`src/rtl/periph_bus_initiator.sv`:
```
// Initiator for the peripheral valid/ready register bus: one command in, one bus access (two for RMW) out, result back.
// Optional read-modify-write path built only when the RMW_EN macro is defined.
module periph_bus_initiator #(
    parameter int TIMEOUT = 64,
    parameter int TO_W    = 7
) (
    input  logic        clk,
    input  logic        rst,
    input  logic        cmd_valid_i,
    output logic        cmd_ready_o,
    input  logic        cmd_we_i,
    input  logic [31:0] cmd_addr_i,
    input  logic [31:0] cmd_wdata_i,
    input  logic        cmd_rmw_i,
    input  logic [31:0] cmd_mask_i,
    output logic        res_valid_o,
    input  logic        res_ready_i,
    output logic [31:0] res_rdata_o,
    output logic        res_err_o,
    output logic        req_valid_o,
    input  logic        req_ready_i,
    output logic        we_o,
    output logic [31:0] addr_o,
    output logic [31:0] data_o,
    input  logic [31:0] data_i,
    input  logic        rsp_valid_i,
    output logic        rsp_ready_o,
    output logic [1:0]  dbg_state_o
);

    // Handshakes: a transfer happens on a rising edge where valid and ready are both high;
    // valid-side payload is held stable while valid is high and ready is low.
    typedef enum logic [1:0] {
        S_IDLE = 2'd0,
        S_REQ  = 2'd1,
        S_RSP  = 2'd2,
        S_DONE = 2'd3
    } state_t;

    localparam logic [TO_W-1:0] TO_LAST = TO_W'(TIMEOUT - 1);

    state_t          r_state, w_state_nxt;
    logic [TO_W-1:0] r_cnt, w_cnt_nxt;
    logic            r_req_valid, w_req_valid_nxt;
    logic            r_rsp_ready, w_rsp_ready_nxt;
    logic            r_res_valid, w_res_valid_nxt;
    logic [31:0]     r_res_rdata, w_res_rdata_nxt;
    logic            r_res_err, w_res_err_nxt;
    logic            r_we, w_we_nxt;
    logic [31:0]     r_addr, w_addr_nxt;
    logic [31:0]     r_data, w_data_nxt;

    logic            w_accept;
    logic            w_rmw_wr;
    logic            w_timeout;
    logic [31:0]     w_rsp_cap;
    logic            w_cmd_rmw;
    logic            w_rmw_read;
    logic            w_rmw_write;
    logic [31:0]     w_merge;

    assign w_timeout = (r_cnt == TO_LAST);
    assign w_rsp_cap = r_we ? 32'h0 : data_i;

`ifdef RMW_EN
    logic        r_rmw;
    logic        r_phase;
    logic [31:0] r_wdata;
    logic [31:0] r_mask;

    assign w_cmd_rmw   = cmd_rmw_i;
    assign w_rmw_read  = r_rmw & ~r_phase;
    assign w_rmw_write = r_rmw & r_phase;
    assign w_merge     = (data_i & ~r_mask) | (r_wdata & r_mask);

    always_ff @(posedge clk) begin
        if (rst) begin
            r_rmw   <= 1'b0;
            r_phase <= 1'b0;
            r_wdata <= 32'h0;
            r_mask  <= 32'h0;
        end else if (w_accept) begin
            r_rmw   <= cmd_rmw_i;
            r_phase <= 1'b0;
            r_wdata <= cmd_wdata_i;
            r_mask  <= cmd_mask_i;
        end else if (w_rmw_wr) begin
            r_phase <= 1'b1;
        end
    end
`else
    logic w_unused_rmw;

    assign w_cmd_rmw    = 1'b0;
    assign w_rmw_read   = 1'b0;
    assign w_rmw_write  = 1'b0;
    assign w_merge      = 32'h0;
    assign w_unused_rmw = ^{cmd_rmw_i, cmd_mask_i, w_rmw_wr};
`endif

    always_comb begin
        w_state_nxt     = r_state;
        w_cnt_nxt       = r_cnt;
        w_req_valid_nxt = r_req_valid;
        w_rsp_ready_nxt = r_rsp_ready;
        w_res_valid_nxt = r_res_valid;
        w_res_rdata_nxt = r_res_rdata;
        w_res_err_nxt   = r_res_err;
        w_we_nxt        = r_we;
        w_addr_nxt      = r_addr;
        w_data_nxt      = r_data;
        w_accept        = 1'b0;
        w_rmw_wr        = 1'b0;
        case (r_state)
            S_IDLE: begin
                if (cmd_valid_i) begin
                    w_accept        = 1'b1;
                    w_state_nxt     = S_REQ;
                    w_cnt_nxt       = '0;
                    w_req_valid_nxt = 1'b1;
                    // An RMW always starts with a read of the target word.
                    w_we_nxt        = cmd_we_i & ~w_cmd_rmw;
                    w_addr_nxt      = cmd_addr_i;
                    w_data_nxt      = cmd_wdata_i;
                end
            end
            S_REQ: begin
                if (req_ready_i) begin
                    w_req_valid_nxt = 1'b0;
                    w_rsp_ready_nxt = 1'b1;
                    w_cnt_nxt       = '0;
                    w_state_nxt     = S_RSP;
                end else if (w_timeout) begin
                    w_req_valid_nxt = 1'b0;
                    w_res_valid_nxt = 1'b1;
                    w_res_err_nxt   = 1'b1;
                    w_res_rdata_nxt = 32'h0;
                    w_state_nxt     = S_DONE;
                end else begin
                    w_cnt_nxt = r_cnt + 1'b1;
                end
            end
            S_RSP: begin
                if (rsp_valid_i) begin
                    w_rsp_ready_nxt = 1'b0;
                    w_cnt_nxt       = '0;
                    if (w_rmw_read) begin
                        w_rmw_wr        = 1'b1;
                        w_res_rdata_nxt = w_rsp_cap;
                        w_data_nxt      = w_merge;
                        w_we_nxt        = 1'b1;
                        w_req_valid_nxt = 1'b1;
                        w_state_nxt     = S_REQ;
                    end else begin
                        // The RMW write phase keeps the read value as its result.
                        if (!w_rmw_write) begin
                            w_res_rdata_nxt = w_rsp_cap;
                        end
                        w_res_valid_nxt = 1'b1;
                        w_res_err_nxt   = 1'b0;
                        w_state_nxt     = S_DONE;
                    end
                end else if (w_timeout) begin
                    w_rsp_ready_nxt = 1'b0;
                    w_res_valid_nxt = 1'b1;
                    w_res_err_nxt   = 1'b1;
                    w_res_rdata_nxt = 32'h0;
                    w_state_nxt     = S_DONE;
                end else begin
                    w_cnt_nxt = r_cnt + 1'b1;
                end
            end
            S_DONE: begin
                if (res_ready_i) begin
                    w_res_valid_nxt = 1'b0;
                    w_state_nxt     = S_IDLE;
                end
            end
            default: begin
                w_state_nxt = S_IDLE;
            end
        endcase
    end

    always_ff @(posedge clk) begin
        if (rst) begin
            r_state     <= S_IDLE;
            r_cnt       <= '0;
            r_req_valid <= 1'b0;
            r_rsp_ready <= 1'b0;
            r_res_valid <= 1'b0;
            r_res_rdata <= 32'h0;
            r_res_err   <= 1'b0;
            r_we        <= 1'b0;
            r_addr      <= 32'h0;
            r_data      <= 32'h0;
        end else begin
            r_state     <= w_state_nxt;
            r_cnt       <= w_cnt_nxt;
            r_req_valid <= w_req_valid_nxt;
            r_rsp_ready <= w_rsp_ready_nxt;
            r_res_valid <= w_res_valid_nxt;
            r_res_rdata <= w_res_rdata_nxt;
            r_res_err   <= w_res_err_nxt;
            r_we        <= w_we_nxt;
            r_addr      <= w_addr_nxt;
            r_data      <= w_data_nxt;
        end
    end

    assign cmd_ready_o = (r_state == S_IDLE);
    assign res_valid_o = r_res_valid;
    assign res_rdata_o = r_res_rdata;
    assign res_err_o   = r_res_err;
    assign req_valid_o = r_req_valid;
    assign rsp_ready_o = r_rsp_ready;
    assign we_o        = r_we;
    assign addr_o      = r_addr;
    assign data_o      = r_data;
    assign dbg_state_o = r_state;

endmodule

```
`config.mk`:
```
export PLATFORM = sky130hd
export DESIGN_NAME = periph_bus_initiator
export DESIGN_NICKNAME = d
export VERILOG_FILES = /design/src/rtl/periph_bus_initiator.sv
export SDC_FILE = /design/constraint.sdc
export NUM_CORES = 1
export LEC_CHECK = 0
export ABC_AREA = 1
export BUFFER_PORTS_ARGS = -buffer_cell sky130_fd_sc_hd__buf_2
export CAP_MARGIN = 20
export CORE_ASPECT_RATIO = 2
export CORE_MARGIN = 8
export CORE_UTILIZATION = 47
export CTS_CLUSTER_SIZE = 40
export DETAILED_ROUTE_END_ITERATION = 8
export PLACE_DENSITY_LB_ADDON = 0.3
export SETUP_SLACK_MARGIN = 0.5
export SLEW_MARGIN = 30
export SYNTH_ARGS = -nofsm -noshare
export SYNTH_HDL_FRONTEND = slang
export SYNTH_SLANG_ARGS = --single-unit
```
`constraint.sdc`:
```
create_clock -name clk -period 2.5 [get_ports clk]
set_input_delay 0.25 -clock clk [delete_from_list [all_inputs] [get_ports clk]]
set_output_delay 0.25 -clock clk [all_outputs]
set_load 0.02 [all_outputs]
```
==> Word level (Yosys, flattened, before mapping) <==
Index checks and enable logic that the tools add are counted.
{ "word_totals": {"register_bits": 110} }
{ "classes": {"muxes": 32, "n_reduce_logical": 12, "add_sub_neg": 1, "eq_ne": 10} }
{ "ops": {"columns": ["operator", "n"], "rows": [
  ["two-way mux 32 bit", 4],
  ["one-hot mux 32 bit (2 select lines)", 1],
  ["two-way mux 7 bit", 4],
  ["one-hot mux 7 bit (3 select lines)", 1],
  ["two-way mux 1 bit", 12],
  ["two-way mux 2 bit", 5],
  ["AND reduction 3 bit", 3],
  ["!= test 2 bit, second input constant", 4],
  ["one-hot mux 2 bit (4 select lines)", 1],
  ["AND reduction 2 bit", 4],
  ["adder 7 x 1 -> 7 bit, second input constant", 1],
  ["== test 7 x 6 -> 1 bit, second input constant", 1],
  ["!= test 3 bit, second input constant", 2],
  ["one-hot mux 1 bit (2 select lines)", 3],
  ["nonzero test 3 bit", 2],
  ["== test 2 bit, second input constant", 2],
  ["nonzero test 2 bit", 2],
  ["one-hot mux 1 bit (3 select lines)", 1],
  ["== test 2 x 1 -> 1 bit, second input constant", 1],
  ["zero test 2 bit", 1]
]} }

==> Depth between registers and ports, before layout <==
{ "logic_depth": {"depth_word": 4, "mapped_depth": 12, "depth_no_buf": 12} }

==> Worst setup path after synthesis <==
OpenSTA, ideal clock, no wires.
{ "synth_timing": {"path_kind": "register to register", "start": "reg r_state[0], in the netlist dbg_state_o[0]", "end": "reg r_cnt[4]", "t_arrival_ns": 1.704, "synth_period_minus_slack_ns": 1.813, "required_time_ns": 2.391, "path_slack_ns": 0.687, "path_buffers": 0, "stages_incl_launch_ff": 13, "path_cell_list": "dfxtp_1 > inv_1 > ha_1 > inv_1 > nor2_1 > nor2_1 > nand2_1 > inv_1 > nand2_1 > nand2_1 > nand2_1 > nand2_1 > inv_1"} }
{ "synth_between": {"elab_chain_cells": 3} }
{ "synth_lines": {"columns": ["item", "line", "rtl"], "rows": [
  ["start: declaration", "42", "state_t r_state, w_state_nxt;"],
  ["start signal: assignment", "198", "r_state <= w_state_nxt;"],
  ["zero test 2 bit *", null, null],
  ["via cmd_ready_o", "10", "output logic cmd_ready_o,"],
  ["!= test 2 bit (no line) / nonzero test 3 bit (equally long branches)", null, null],
  ["AND reduction 2 bit (no line)", null, null],
  ["end signal: assignment", "199", "r_cnt <= w_cnt_nxt;"],
  ["end: declaration", "43", "logic [TO_W-1:0] r_cnt, w_cnt_nxt;"]
]} }
The timed path passes the listed nets; every way through them passes the cells marked *.
A chain may end at the register's enable or synchronous reset.

==> Worst setup path in the final report <==
{ "layout_timing": {"start": "reg r_state[1], in the netlist dbg_state_o[1]", "end": "reg r_res_rdata[6], in the netlist res_rdata_o[6]"} }
{ "layout_between": {"elab_chain_cells": 3} }
{ "layout_lines": {"columns": ["item", "line", "rtl"], "rows": [
  ["== test 2 x 1 -> 1 bit / == test 2 bit (equally long branches)", "114", "case (r_state)"],
  ["!= test 2 bit (no line) / nonzero test 2 bit (equally long branches)", null, null],
  ["AND reduction 2 bit (no line)", null, null],
  ["end signal: assignment", "203", "r_res_rdata <= w_res_rdata_nxt;"],
  ["end: declaration", "47", "logic [31:0] r_res_rdata, w_res_rdata_nxt;"]
]} }
Several ways; a longest one is shown, not always the timed one.

==> flow_summary_export.csv <==
group,metric,value,unit
synthesis,synth_top_area_frac,0.528,
clocking,clk_latency,340,ps
synthesis,ys_seq_area_frac,0.528,
timing,rsz0062_at_grt,"no",
hold_path,whs_path_depth,3,
placement,place_hpwl,8990,µm
finish,final_common_cell,"buf_2",
hold_path,hold_class,"input pin to flip-flop",
pwr,peakVddDrop,587,µV
critical_path,cp-end-kind,"flip-flop",
route,drt-initial-drc-count,140,
synthesis,ys_seq_elements,110,
route,drc_errors,0,
timing,fin_setup_tns,0,ps
finish,fillers,791,
pwr,powerDensity,736,nW/µm²
clocking,cts_made_buffers,9,
hold_path,hold_path_end,"data_o[16]$_SDFFE_PP0P_",
timing,fin_skew,6.79,ps
critical_path,arrival,2060,ps
finish,diodes,0,
grt,grt_pass1_vias,4122,
critical_path,rr_endpoint,"res_rdata_o[6]$_SDFFE_PP0P_",
route,wl_per_cell,14.7,µm
grt,grt_max_degree,67,
pwr,power.total,4.05,mW
grt,grt_antenna_before_repair,0,
synthesis,synth_fp_nets,680,
synthesis,synth_warnings,0,
critical_path,cp-start-kind,"flip-flop",
grt,grt_use_total,0.190,
hold_path,worstHoldStart,"cmd_wdata_i[16]",
critical_path,setup.worst_path.class,"flip-flop to flip-flop",
timing,hold_violations,0,
timing,max_freq,560,MHz
timing,setup_slack,714,ps
synthesis,syn_area,4170,µm²
die,start_util,0.482,
run_status,status,"completed",
pwr,p_comb_frac,0.184,
synthesis,ys_types,23,
pwr,power_leakage,2.69,nW
critical_path,worst-path-max-fanout,35,
route,drtPass1Iterations,4,
critical_path,ff2ff_setup_slack,710,ps
grt,gr-total-overflow,0,
placement,numPortBuffers,206,
finish,drive_above_1_share,0.328,
pwr,internal_power,2.85,mW
die,core_area,8650,µm²
grt,grt_pass1_wl,18600,µm
route,wirelength,12300,µm
critical_path,rr_startpoint,"dbg_state_o[1]$_SDFFE_PP0P_",
die,row_count,48,
finish,mostFrequentLayoutCells,"206 x buf_2, 139 x nor2_1, 108 x dfxtp_1, 73 x o21ai_0, 62 x nand2_1",
clocking,clkTransAtPathRegs,70,ps
placement,place.gp.congestion,0.841,
pwr,clkPwrFrac,0.333,
job,max_cap_viol_count,0,
timing,finalCritPeriodShare,0.714,
synthesis,syn_inst,538,
timing,slew_headroom,0.557,
critical_path,r2r_cells,9,
die,dieHeight,149,µm
finish,nets,869,
synthesis,synth_area_leaders,"dfxtp_1 53%, nor2_1 13%, o21ai_0 8.9%",
die,io_pins,240,
timing,setup_viol,0,
timing,finalMaxSlewViolations,0,
synthesis,syn_area_per_cell,7.76,µm²
die,die_w,82.6,µm
placement,dpl_worst_slack,516,ps
critical_path,critPathRequiredTime,2770,ps
finish,syn_to_final_growth,31.8,%
route,vias,4160,
clocking,clock_sinks,110,
timing,hold_ws,149,ps
route,via_per_inst,5.00,
finish,final_core_util,0.636,
route,ant_nets,0,
pwr,seq_power_share,0.483,
clocking,postCtsHoldBufs,0,
die,die_area,12300,µm²
pwr,p_sw,1.20,mW
timing,worst_pin_slew,664,ps
timing,period_minus_slack,1790,ps
synthesis,synth_top_area_cell,"dfxtp_1",
pwr,sw_frac_of_total,0.295,
clocking,cts_tree,"built",
clocking,htreeDepth,3,
clocking,root_buffer,"clkbuf_16",
clocking,clockBufferDepth,2,
through the flow:
stage	instance area (µm²)	cells
after floorplan	4170	538
after CTS	5460	830
after detailed placement	5160	813
after global placement	5160	813
final	5500	832
after global routing	5500	832
cells in the mapped netlist:
library cell and instances:
inv_4 1, buf_4 3, nor2_4 1, clkbuf_1 14, o21ai_2 1, buf_6 6
inv_1 17, nand2_2 2, nand2_1 63, nor2_1 140, nor2_8 1, nor3_1 2
a31oi_1 1, buf_2 10, dfxtp_1 110, nand3_1 37, buf_1 1, inv_2 2
o21ai_0 74, a21oi_1 43, ha_1 6, nand4_1 2, o21bai_1 1
layer usage:
| layer | global-route usage | vias to the layer above | share of wire | wire length, µm |
|---|---|---|---|---|
| met5 | 0 | - | 0 | 0 |
| met4 | 0.103 | 0 | 0.037 | 450 |
| met3 | 0.0700 | 31 | 0.10 | 1270 |
| met2 | 0.327 | 175 | 0.50 | 6110 |
| met1 | 0.189 | 1836 | 0.36 | 4420 |
| li1 | - | 2118 | - | - |
registers in the layout, summed over array words and instances (netlist names), 2 cells and up:
name         flops
addr_o          32
data_o          32
res_rdata_o     32
r_cnt            7
dbg_state_o      2
worst max-delay path by stage:
stage	startpoint	to	slack, ps	cells past startpoint
after CTS	dbg_state_o[1]$_SDFFE_PP0P_	res_rdata_o[29]$_SDFFE_PP0P_	480	9
after global placement	dbg_state_o[1]$_SDFFE_PP0P_	res_rdata_o[29]$_SDFFE_PP0P_	630	9
final	dbg_state_o[1]$_SDFFE_PP0P_	res_rdata_o[6]$_SDFFE_PP0P_	710	9
after floorplan	dbg_state_o[0]$_SDFFE_PP0P_	r_cnt[4]$_SDFFE_PP0P_	690	12
after detailed placement	dbg_state_o[1]$_SDFFE_PP0P_	res_rdata_o[11]$_SDFFE_PP0P_	520	9
after global routing	dbg_state_o[0]$_SDFFE_PP0P_	req_valid_o$_SDFFE_PP0P_	580	7
kinds of logic after synthesis:
family                   share of synthesized area
AO/OA/AOI/OAI                                0.146
adder cells (fa/ha/maj)                     0.0180
buffers and inverters                       0.0657
flip-flops                                   0.528
AND/OR/NAND/NOR                              0.243
worst max-delay path, cell delays in order (launching register included):
cell and delay [ps]:
dfxtp_2 380, inv_1 90, ha_1 280, nand2_2 130
inv_2 60, nor2_4 130, inv_6 130, nor2_4 260
nand2_1 100, a21oi_1 150
power by group through the flow:
| stage | Clock [mW] | Sequential (mW) | Combinational, mW |
|---|---|---|---|
| 5_1_grt | 1.44 | 1.97 | 0.824 |
| 2_1_floorplan | 0 | 2.15 | 0.302 |
| 3_3_place_gp | 0 | 1.98 | 0.731 |
| 4_1_cts | 1.38 | 1.95 | 0.749 |
| 6_report | 1.35 | 1.96 | 0.743 |
| 3_5_place_dp | 0 | 1.99 | 0.746 |
repair_timing:
item,in CTS,in global routing
pin swaps,1,3
setup endpoints to repair,1,40
resized for setup,0,6
buffers inserted,0,1
gates cloned,1,1
cell type report:
cell class	count	area [µm²]	area share
inverters	20	82.6	0.0150
clock inverters	5	41.3	0.00751
multi-input cells	376	1730	0.314
repair buffers	210	1070	0.195
flip-flops and latches	110	2200	0.401
well taps	100	125	0.0228
clock buffers	11	243	0.0441
Power figures use the tool's default switching activity.
